$ cat config.mk
export PLATFORM = sky130hd
export DESIGN_NAME = alu_op_sequencer
export DESIGN_NICKNAME = d
export VERILOG_FILES = /design/src/rtl/alu_op_sequencer.sv
export SDC_FILE = /design/constraint.sdc
export NUM_CORES = 1
export LEC_CHECK = 0
export ABC_AREA = 1
export BUFFER_PORTS_ARGS = -buffer_cell sky130_fd_sc_hd__buf_4
export CAP_MARGIN = 20
export CELL_PAD_IN_SITES_DETAIL_PLACEMENT = 0
export CELL_PAD_IN_SITES_GLOBAL_PLACEMENT = 1
export CORE_AREA = 4 4 160 239
export DETAILED_ROUTE_END_ITERATION = 8
export DIE_AREA = 0 0 164 243
export GPL_TIMING_DRIVEN = 0
export PLACE_DENSITY_LB_ADDON = 0.12
export SLEW_MARGIN = 20
export SYNTH_ARGS = -nofsm -noshare
export SYNTH_HDL_FRONTEND = slang
export SYNTH_SLANG_ARGS = --single-unit
$ cat constraint.sdc
create_clock -name clk -period 9.18 [get_ports clk]
set_input_delay 1.836 -clock clk [delete_from_list [all_inputs] [get_ports clk]]
set_output_delay 1.836 -clock clk [all_outputs]
set_load 0.05 [all_outputs]
$ cat src/rtl/alu_op_sequencer.sv
// alu_op_sequencer
//   Buffers ALU operation requests in a small FIFO and issues them one at a
//   time to a combinational ALU from registered operands. The result and zero
//   flag are captured one cycle after issue and returned with the request tag.
//
// Ports
//   clk, rst_n        : clock, synchronous active-low reset
//   req_*             : request channel (valid/ready), operands, op code, tag
//   alu_in1/2, alu_control : registered drive to the ALU
//   alu_result, alu_zero   : ALU outputs, sampled one cycle after issue
//   rsp_*             : response channel (valid/ready), result, zero, tag
//   fifo_count        : request FIFO occupancy
//   busy              : work in flight or queued
module alu_op_sequencer #(
    parameter int DATA_W     = 32,
    parameter int CTRL_W     = 4,
    parameter int TAG_W      = 4,
    parameter int FIFO_DEPTH = 4
) (
    input  logic                            clk,
    input  logic                            rst_n,
    input  logic                            req_valid,
    output logic                            req_ready,
    input  logic [DATA_W-1:0]               req_a,
    input  logic [DATA_W-1:0]               req_b,
    input  logic [CTRL_W-1:0]               req_op,
    input  logic [TAG_W-1:0]                req_tag,
    output logic [DATA_W-1:0]               alu_in1,
    output logic [DATA_W-1:0]               alu_in2,
    output logic [CTRL_W-1:0]               alu_control,
    input  logic [DATA_W-1:0]               alu_result,
    input  logic                            alu_zero,
    output logic                            rsp_valid,
    input  logic                            rsp_ready,
    output logic [DATA_W-1:0]               rsp_result,
    output logic                            rsp_zero,
    output logic [TAG_W-1:0]                rsp_tag,
    output logic [$clog2(FIFO_DEPTH):0]     fifo_count,
    output logic                            busy
);

    localparam int PTR_W = $clog2(FIFO_DEPTH);
    localparam int CNT_W = PTR_W + 1;

    typedef struct packed {
        logic [DATA_W-1:0] a;
        logic [DATA_W-1:0] b;
        logic [CTRL_W-1:0] op;
        logic [TAG_W-1:0]  tag;
    } entry_t;

    typedef enum logic [1:0] {IDLE, EXEC, RESP} state_t;

    state_t            state, state_next;
    entry_t            mem [FIFO_DEPTH];
    entry_t            head;
    logic [PTR_W-1:0]  wr_ptr, rd_ptr;
    logic [CNT_W-1:0]  count;
    logic [TAG_W-1:0]  cur_tag;
    logic              push, pop, capture, rsp_clr;

    // Full means no push, even if the same edge pops: there is no bypass.
    assign req_ready  = (count != CNT_W'(FIFO_DEPTH));
    assign push       = req_valid && req_ready;
    assign head       = mem[rd_ptr];
    assign fifo_count = count;
    assign busy       = (state != IDLE) || (count != '0);

    always_comb begin
        state_next = state;
        pop        = 1'b0;
        capture    = 1'b0;
        rsp_clr    = 1'b0;
        case (state)
            IDLE: begin
                if (count != '0) begin
                    pop        = 1'b1;
                    state_next = EXEC;
                end
            end
            // ALU has had a full cycle on registered operands; sample it now.
            EXEC: begin
                capture    = 1'b1;
                state_next = RESP;
            end
            // A stalled response blocks further pops.
            RESP: begin
                if (rsp_ready) begin
                    rsp_clr = 1'b1;
                    if (count != '0) begin
                        pop        = 1'b1;
                        state_next = EXEC;
                    end else begin
                        state_next = IDLE;
                    end
                end
            end
            default: state_next = IDLE;
        endcase
    end

    always_ff @(posedge clk) begin
        if (!rst_n) begin
            state       <= IDLE;
            wr_ptr      <= '0;
            rd_ptr      <= '0;
            count       <= '0;
            alu_in1     <= '0;
            alu_in2     <= '0;
            alu_control <= '0;
            cur_tag     <= '0;
            rsp_valid   <= 1'b0;
            rsp_result  <= '0;
            rsp_zero    <= 1'b0;
            rsp_tag     <= '0;
        end else begin
            state <= state_next;
            if (push) wr_ptr <= wr_ptr + PTR_W'(1);
            if (pop)  rd_ptr <= rd_ptr + PTR_W'(1);
            count <= count + CNT_W'(push) - CNT_W'(pop);
            // ALU drive changes only on a pop and otherwise holds.
            if (pop) begin
                alu_in1     <= head.a;
                alu_in2     <= head.b;
                alu_control <= head.op;
                cur_tag     <= head.tag;
            end
            if (capture) begin
                rsp_valid  <= 1'b1;
                rsp_result <= alu_result;
                rsp_zero   <= alu_zero;
                rsp_tag    <= cur_tag;
            end else if (rsp_clr) begin
                rsp_valid  <= 1'b0;
            end
        end
    end

    // Storage needs no reset: pointers and count define which entries are live.
    always_ff @(posedge clk) begin
        if (rst_n && push) mem[wr_ptr] <= '{a: req_a, b: req_b, op: req_op, tag: req_tag};
    end

endmodule
# After elaboration in Yosys (flattened, before gate mapping)
# Memories as Yosys holds them, arrays and structs flattened. A register that Yosys moved wholly into a read port is not among the register bits.
# Cells that the tools add are included.
[word_totals]
register_bits = 47
mem_bits_rw = 288
in_bits = 109
output_inout_bits = 111
wordCells = 41
memories = 1
[op_classes]
addsub = 4
eq_ne = 5
muxes = 14
reduce_logical = 9
[memory_table]
columns = ["name", "depth", "width", "read_ports", "rd_clocked_by_memory_dff", "wr", "line_no", "text"]
rows = [
  ["mem", 4, 72, 1, 1, 1, "55", "entry_t mem [FIFO_DEPTH];"],
]
[op_table]
columns = ["op", "count"]
rows = [
  ["1-bit two-way mux", 10],
  ["2-bit one-hot mux with 3 select lines", 1],
  ["2-bit by 1-bit adder with 2-bit output, second input constant", 2],
  ["2-bit two-way mux", 2],
  ["2-bit != test, second input constant", 2],
  ["2-bit nonzero test", 2],
  ["3-bit by 1-bit adder with 3-bit output", 1],
  ["3-bit != test, second input constant", 1],
  ["3-bit nonzero test", 1],
  ["3-bit by 1-bit subtractor with 3-bit output", 1],
  ["2-bit by 1-bit equality test with 1-bit output, second input constant", 1],
  ["2-bit equality test, second input constant", 1],
  ["1-bit logical AND", 2],
  ["2-bit zero test", 1],
  ["1-bit one-hot mux with 2 select lines", 1],
  ["2-bit AND reduction", 1],
  ["1-bit zero test", 1],
  ["1-bit logical OR", 1],
]

# Longest topological paths before layout
# Gate-level depths: netlist of the first run.
[logic_depth]
word_depth = 5
mapped_depth = 13
ltp_nobuf = 12

# Worst setup path after synthesis of the first run
# Ideal clock, no wire load.
[synth_path]
path_kind = "in2reg"
start = "input port rst_n"
end = "memory mem[0][0] (netlist bit), enable pin"
setup_ps = 503
t_arrival_ps = 5195
required_ps = 8677
setup_slack_ps = 3482
stages = 3
path_buffers = 1
cell_sequence = "buf_2 > nand3_1 > nor2_1"
[synth_between]
elab_chain_cells = 3
[synth_lines]
columns = ["item", "line_no", "text"]
rows = [
  ["start: declaration", "21", "input logic rst_n,"],
  ["1-bit logical AND", "141", "if (rst_n && push) mem[wr_ptr] <= '{a: req_a, b: req_b, op: req_op, tag: req_tag};"],
  ["1-bit two-way mux", "141", ""],
  ["1-bit two-way mux (implied by the code)", "141", ""],
  ["end: declaration", "55", ""],
]
# Every way passes these cells.

# Worst setup path after layout of the first run
[layout_path]
start = "input port rst_n"
end = "memory mem[1][59] (netlist bit), enable pin"
# Same word-level chain as after synthesis.

==> run_results.csv, run 1 <==
group,metric,value,unit
critical_path,cp.arrival,3740,ps
route,routed_wl,41000,um
global_routing,grt_pass1_wl,62600,um
route,wl_per_cell,15.8,um
placed_design,post-place-cells,2527,
pwr,power_frac_seq,35.4,%
run_status,status,"finished clean",
synth,synth_edf_count,288,
synth,synth_common_cells,"nand2_1 (520), inv_1 (375), edfxtp_1 (288)",
synth,synth_top_area_share,51.6,%
placed_design,place.gp.congestion,0.744,
pwr,clkPwrFrac,23.3,%
sta,tightest_slew,706,ps
pwr,switchingPower,2.68,mW
synth,ys_ff_latch,407,
sta,hold_violations,0,
floorplan,core-area,0.0359,mm^2
floorplan,io_pins,220,
sta,max-slew-margin-rel,52.8,%
clock_tree,cts_root_buf,"clkbuf_16",
floorplan,placementRows,85,
synth,syn_inst,1814,
pwr,ir_worst_vdd,0.212,mV
floorplan,start_util,46.6,%
synth,synth.most_common_cell,"nand2_1",
sta,timing.final.max_slew_violations,0,
finish,syn2layout_area_growth,23.4,%
critical_path,cp_max_fo,19,
clock_tree,cts_setup_buffers,0,
route,num_vias,11800,
hold_path,hp-class,"reg2reg",
floorplan,fp.dieH,243,um
finish,nNetsFinal,2206,
finish,drive_gt1_share,15.9,%
route,drc,0,
synth,synth_area,0.0167,mm^2
clock_tree,cts_made_buffers,39,
critical_path,crit_path_end_kind,"flip-flop",
clock_tree,clock_path_buffers,3,
route,via_per_inst,4.55,
sta,post-route-period-util,38.2,%
clock_tree,cts.htree.levels,2,
pwr,switching_share,40.5,%
route,drtPass1Iterations,5,
route,drtIter0Drc,534,
synth,ys_types,18,
synth,synth_warnings,0,
sta,max_freq,0.285,GHz
clock_tree,cts_tree,"done",
finish,finalNonFillerCells,2600,
finish,final_core_util,57.5,%
critical_path,critPathRequiredTime,9410,ps
critical_path,critPathLaunchType,"input pin",
sta,hold_ws,460,ps
sta,skew,7.95,ps
pwr,leakagePower,9.72,nW
critical_path,critPathKind,"in2reg",
global_routing,track_usage,20.3,%
global_routing,overflow,0,
clock_tree,cts.clk_slew.worst_paths,60,ps
run,cap_violations,0,
global_routing,antenna_found_initial,4,
sta,final.min_clock_period,3510,ps
route,postRouteAntennaNets,0,
clock_tree,cts_resized,0,
synth,synth_nets,1930,
placed_design,pre_cts_ws,5060,ps
synth,yosys.area.top_type,"edfxtp_1",
sta,finalSetupViolCount,0,
clock_tree,clock_latency,530,ps
pwr,combPwrFrac,41.3,%
sta,setup_tns,0,ps
clock_tree,ctsHoldBuffers,0,
pwr,p_int,3.93,mW
global_routing,grt_max_degree,22,
floorplan,fp.dieW,164,um
synth,ys.flop_type,"edfxtp_1",
synth,postSynthAreaPerCell,9.23,um^2
synth,ys_seq_area_share,65.9,%
clock_tree,clock-sinks,407,
global_routing,grt_pass1_vias,11500,
synth,ys_top_cells_by_area,"edfxtp_1 (52%), dfxtp_1 (14%), nand2_1 (12%)",
placed_design,io_buffers,218,
sta,finalWorstSetupSlack,5670,ps
synth,async_flop_share,0,%
floorplan,dieArea,0.0399,mm^2
sta,rsz0062_at_grt,"false",
placed_design,hpwl,28100,um
pwr,p_per_area,320,mW/mm^2
state kept, by name, indices dropped and copies added, names as in the netlist, 3 cells and up:
| signal | cells |
|---|---|
| cur_tag | 4 |
| alu_in1 | 32 |
| fifo_count | 3 |
| rsp_tag | 4 |
| alu_in2 | 32 |
| mem | 288 |
| alu_control | 4 |
| rsp_result | 32 |
through the flow:
step / area (um^2) / total power [mW]
finish: 20700 / 6.61
global route: 20700 / 7.04
CTS: 20600 / 6.70
detailed placement: 19400 / 5.16
global placement: 19000 / 5.11
floorplan: 16700 / 4.24
per-layer routing:
layer	up-vias	track usage, %	part of all wire, %
met5	-	0	0.085
met4	4	6.64	2.4
met2	281	36.5	51
li1	6083	-	-
met3	59	4.26	5.5
met1	5405	23.8	41
cell families after synthesis:
kind of cell    after synthesis  share of synthesized area [%]
fa+ha+maj                     7                          0.568
buf+inv                     460                           11.0
simple gates                891                           21.1
flops                       407                           65.9
compound gates               49                           1.48
power by group through the flow:
| stage | clock network (mW) | logic, mW | registers [mW] |
|---|---|---|---|
| final | 1.54 | 2.73 | 2.34 |
| after CTS | 1.58 | 2.78 | 2.35 |
| after global placement | 0 | 2.72 | 2.39 |
| after floorplan | 0 | 1.28 | 2.96 |
| after global routing | 1.65 | 3.03 | 2.37 |
| after detailed placement | 0 | 2.77 | 2.38 |
worst paths after layout:
| check | from | end | slack (ps) | depth (start not counted) |
|---|---|---|---|---|
| worst min register to register | state[0] | state[1] | 460 | 1 |
| worst max-delay path | rst_n | mem[1][59] | 5670 | 7 |
| worst min-delay path | state[0] | state[1] | 460 | 1 |
| worst max register to register | fifo_count[1] | mem[1][59] | 6670 | 8 |
placed cells by master, fill, tap and decap left out, types with 2 or more instances in the layout:
cell type,Yosys,layout
buf_16,0,10
clkinv_1,0,5
nand2_1,520,520
nand3_1,151,151
nor2_4,0,4
buf_12,0,7
clkinv_2,0,3
buf_6,6,6
ha_1,6,6
dfxtp_1,119,119
edfxtp_1,288,288
clkbuf_16,0,41
buf_4,8,226
clkbuf_8,0,5
o21ai_0,39,39
inv_2,4,4
inv_1,375,375
buf_2,27,27
clkbuf_1,31,44
diode_2,0,2
nor2_1,219,215
a21oi_1,9,9
buf_1,9,9
worst max-delay path: stages:
cell     delay (ps)
buf_2           310
nand3_1         380
nor2_4          460
buf_16          210
buf_16          160
buf_16          160
buf_12          180
area by class of cell:
class	count	area, um^2
Fill cell	3251	15300
Sequential cell	407	11000
Multi-Input combinational cell	947	3910
Timing Repair Buffer	235	2050
Inverter	379	1420
Clock buffer	60	1150
Tap cell	478	598
Buffer	81	413
Clock inverter	11	76.3
Antenna cell	2	5.00
No activity file was read; power rests on OpenSTA's default activity.
==> run 2, diff against run 1 <==
- CORE_AREA: 4 4 160 239 -> 4 4 165 246
- DIE_AREA: 0 0 164 243 -> 0 0 169 250
- clock period: 9.18 -> 3.25 ns (I/O delays scaled with it)
==> run 2 against run 1 <==
Effect of this change:
- wire length rose by 2.6%
- sequential share of layout area fell by 0.19 points
- utilization fell by 3.5 points
- worst setup slack worse by 5000 ps
- largest power group unchanged
==> run_results.csv, run 2 (synthesized netlist as in run 1, its figures left out) <==
group,metric,value,unit
floorplan,fp.dieH,250,um
route,num_vias,11900,
finish,multiInputGateArea,0.00391,mm^2
finish,top_register,"mem",
route,routed_wl,42000,um
clock_tree,cts_setup_buffers,0,
sta,final.min_clock_period,2600,ps
clock_tree,cts.clk_slew.worst_paths,60,ps
global_routing,track_usage,19.6,%
critical_path,critPathRequiredTime,3490,ps
critical_path,critPathKind,"reg2reg",
critical_path,critPathLaunchType,"flip-flop",
clock_tree,cts_root_buf,"clkbuf_16",
finish,final_core_util,53.9,%
finish,seq_area,0.0110,mm^2
finish,layout_commonest_cell,"nand2_1",
placed_design,place.gp.congestion,0.787,
sta,max_freq,0.385,GHz
route,drc,0,
pwr,total_power,18.9,mW
sta,setup_tns,0,ps
global_routing,grt_pass1_vias,11700,
clock_tree,ctsHoldBuffers,0,
global_routing,antenna_found_initial,4,
critical_path,path_common_cell,"buf_16",
floorplan,core-area,0.0384,mm^2
floorplan,placementRows,88,
clock_tree,cts_resized,0,
finish,most-common-layout-cells,"nand2_1 (520), inv_1 (375), edfxtp_1 (288)",
sta,tightest_slew,751,ps
run_status,status,"finished clean",
hold_path,hp-class,"in2reg",
sta,rsz0062_at_grt,"false",
finish,nNetsFinal,2206,
route,via_per_inst,4.56,
clock_tree,clock-sinks,407,
sta,timing.final.max_slew_violations,0,
finish,largest_register_ffs,288,
sta,max-slew-margin-rel,49.8,%
floorplan,io_pins,220,
global_routing,grt_max_degree,21,
clock_tree,cts.htree.levels,2,
pwr,ir_worst_vdd,0.572,mV
route,drtIter0Drc,538,
route,postRouteAntennaNets,0,
run,cap_violations,0,
floorplan,dieArea,0.0423,mm^2
critical_path,crit_path_end_kind,"flip-flop",
clock_tree,clock_latency,540,ps
pwr,p_per_area,913,mW/mm^2
sta,skew,10.2,ps
floorplan,start_util,43.6,%
finish,nFillCells,3493,
placed_design,hpwl,28900,um
placed_design,io_buffers,218,
finish,fin_area,0.0207,mm^2
placed_design,dpl-instance-area,0.0194,mm^2
sta,hold_violations,0,
critical_path,cp.arrival,2840,ps
floorplan,fp.dieW,169,um
route,drtPass1Iterations,5,
critical_path,slowest_delay,690,ps
critical_path,cp_max_fo,16,
finish,drive_gt1_share,16.2,%
pwr,leakagePower,9.76,nW
global_routing,overflow,0,
clock_tree,cts_made_buffers,40,
global_routing,grt_pass1_wl,64800,um
sta,post-route-period-util,79.9,%
critical_path,path_cells,"inv_1, nand3_1, nand3_1, nor2_4, buf_16, buf_16, buf_16",
critical_path,slowest_stage,"nor2_4",
clock_tree,cts_tree,"done",
finish,syn2layout_area_growth,23.8,%
sta,finalSetupViolCount,0,
route,wl_per_cell,16.1,um
clock_tree,clock_path_buffers,3,
==> run 2: changes by cell type in the layout (fill, tap and decap cells not counted) <==
| cell | previous run | this run |
|---|---|---|
| bufinv_16 | 1 | 3 |
| clkbuf_2 | 1 | 0 |
| clkbuf_1 | 44 | 39 |
| buf_12 | 7 | 5 |
| clkbuf_16 | 41 | 42 |
| buf_16 | 10 | 11 |
| clkbuf_8 | 5 | 3 |
| clkinv_2 | 3 | 9 |
==> run 2: path summary, 6_finish.rpt <==
| path | start | end | slack [ps] | cells after the start |
|---|---|---|---|---|
| worst min-delay path | req_a[19] | mem[3][59] | 310 | 1 |
| worst min register to register | state[0] | state[1] | 470 | 1 |
| worst max register to register | fifo_count[1] | mem[0][50] | 650 | 7 |
| worst max-delay path | fifo_count[1] | mem[0][50] | 650 | 7 |
==> run 2: area by class of cell <==
type / instances / area share, %
antenna: 2 / 0.0241
clock inverter: 19 / 0.803
tap: 495 / 2.99
clock buffer: 53 / 5.41
sequential: 407 / 53.2
timing repair buffer: 234 / 9.84
multi-input combinational: 947 / 18.9
inverter: 379 / 6.86
buffer: 81 / 1.99
==> run 2: power breakdown <==
part | internal (mW) | switching, mW | leakage (nW)
Sequential | 6.29 | 0.315 | 3.60
Clock | 2.66 | 1.89 | 0.634
Combinational | 2.29 | 5.47 | 5.53
==> run 2: worst max-delay path, delay by kind of cell (launching register included) <==
kind	cells	cell delay, ps
and+or+nand+nor	3	1200
buffers and inverters	4	680
DFF	1	410
==> run 2: metal layers <==
metal | track usage [%] | vias up | routed length [um]
met5 | 0 | - | 31
met4 | 5.85 | 4 | 1110
met3 | 4.66 | 72 | 2840
met2 | 35.4 | 296 | 21400
met1 | 22.9 | 5466 | 16700
li1 | - | 6097 | -
==> run 2: through the flow <==
step                      hold WS [ps]  instances  setup WS (ps)
after global placement             454       2527          -2130
after floorplan                    429       1814           -718
after detailed placement           464       2543            352
after global routing               292       2617            497
after CTS                          283       2615            613
final                              308       2617            652
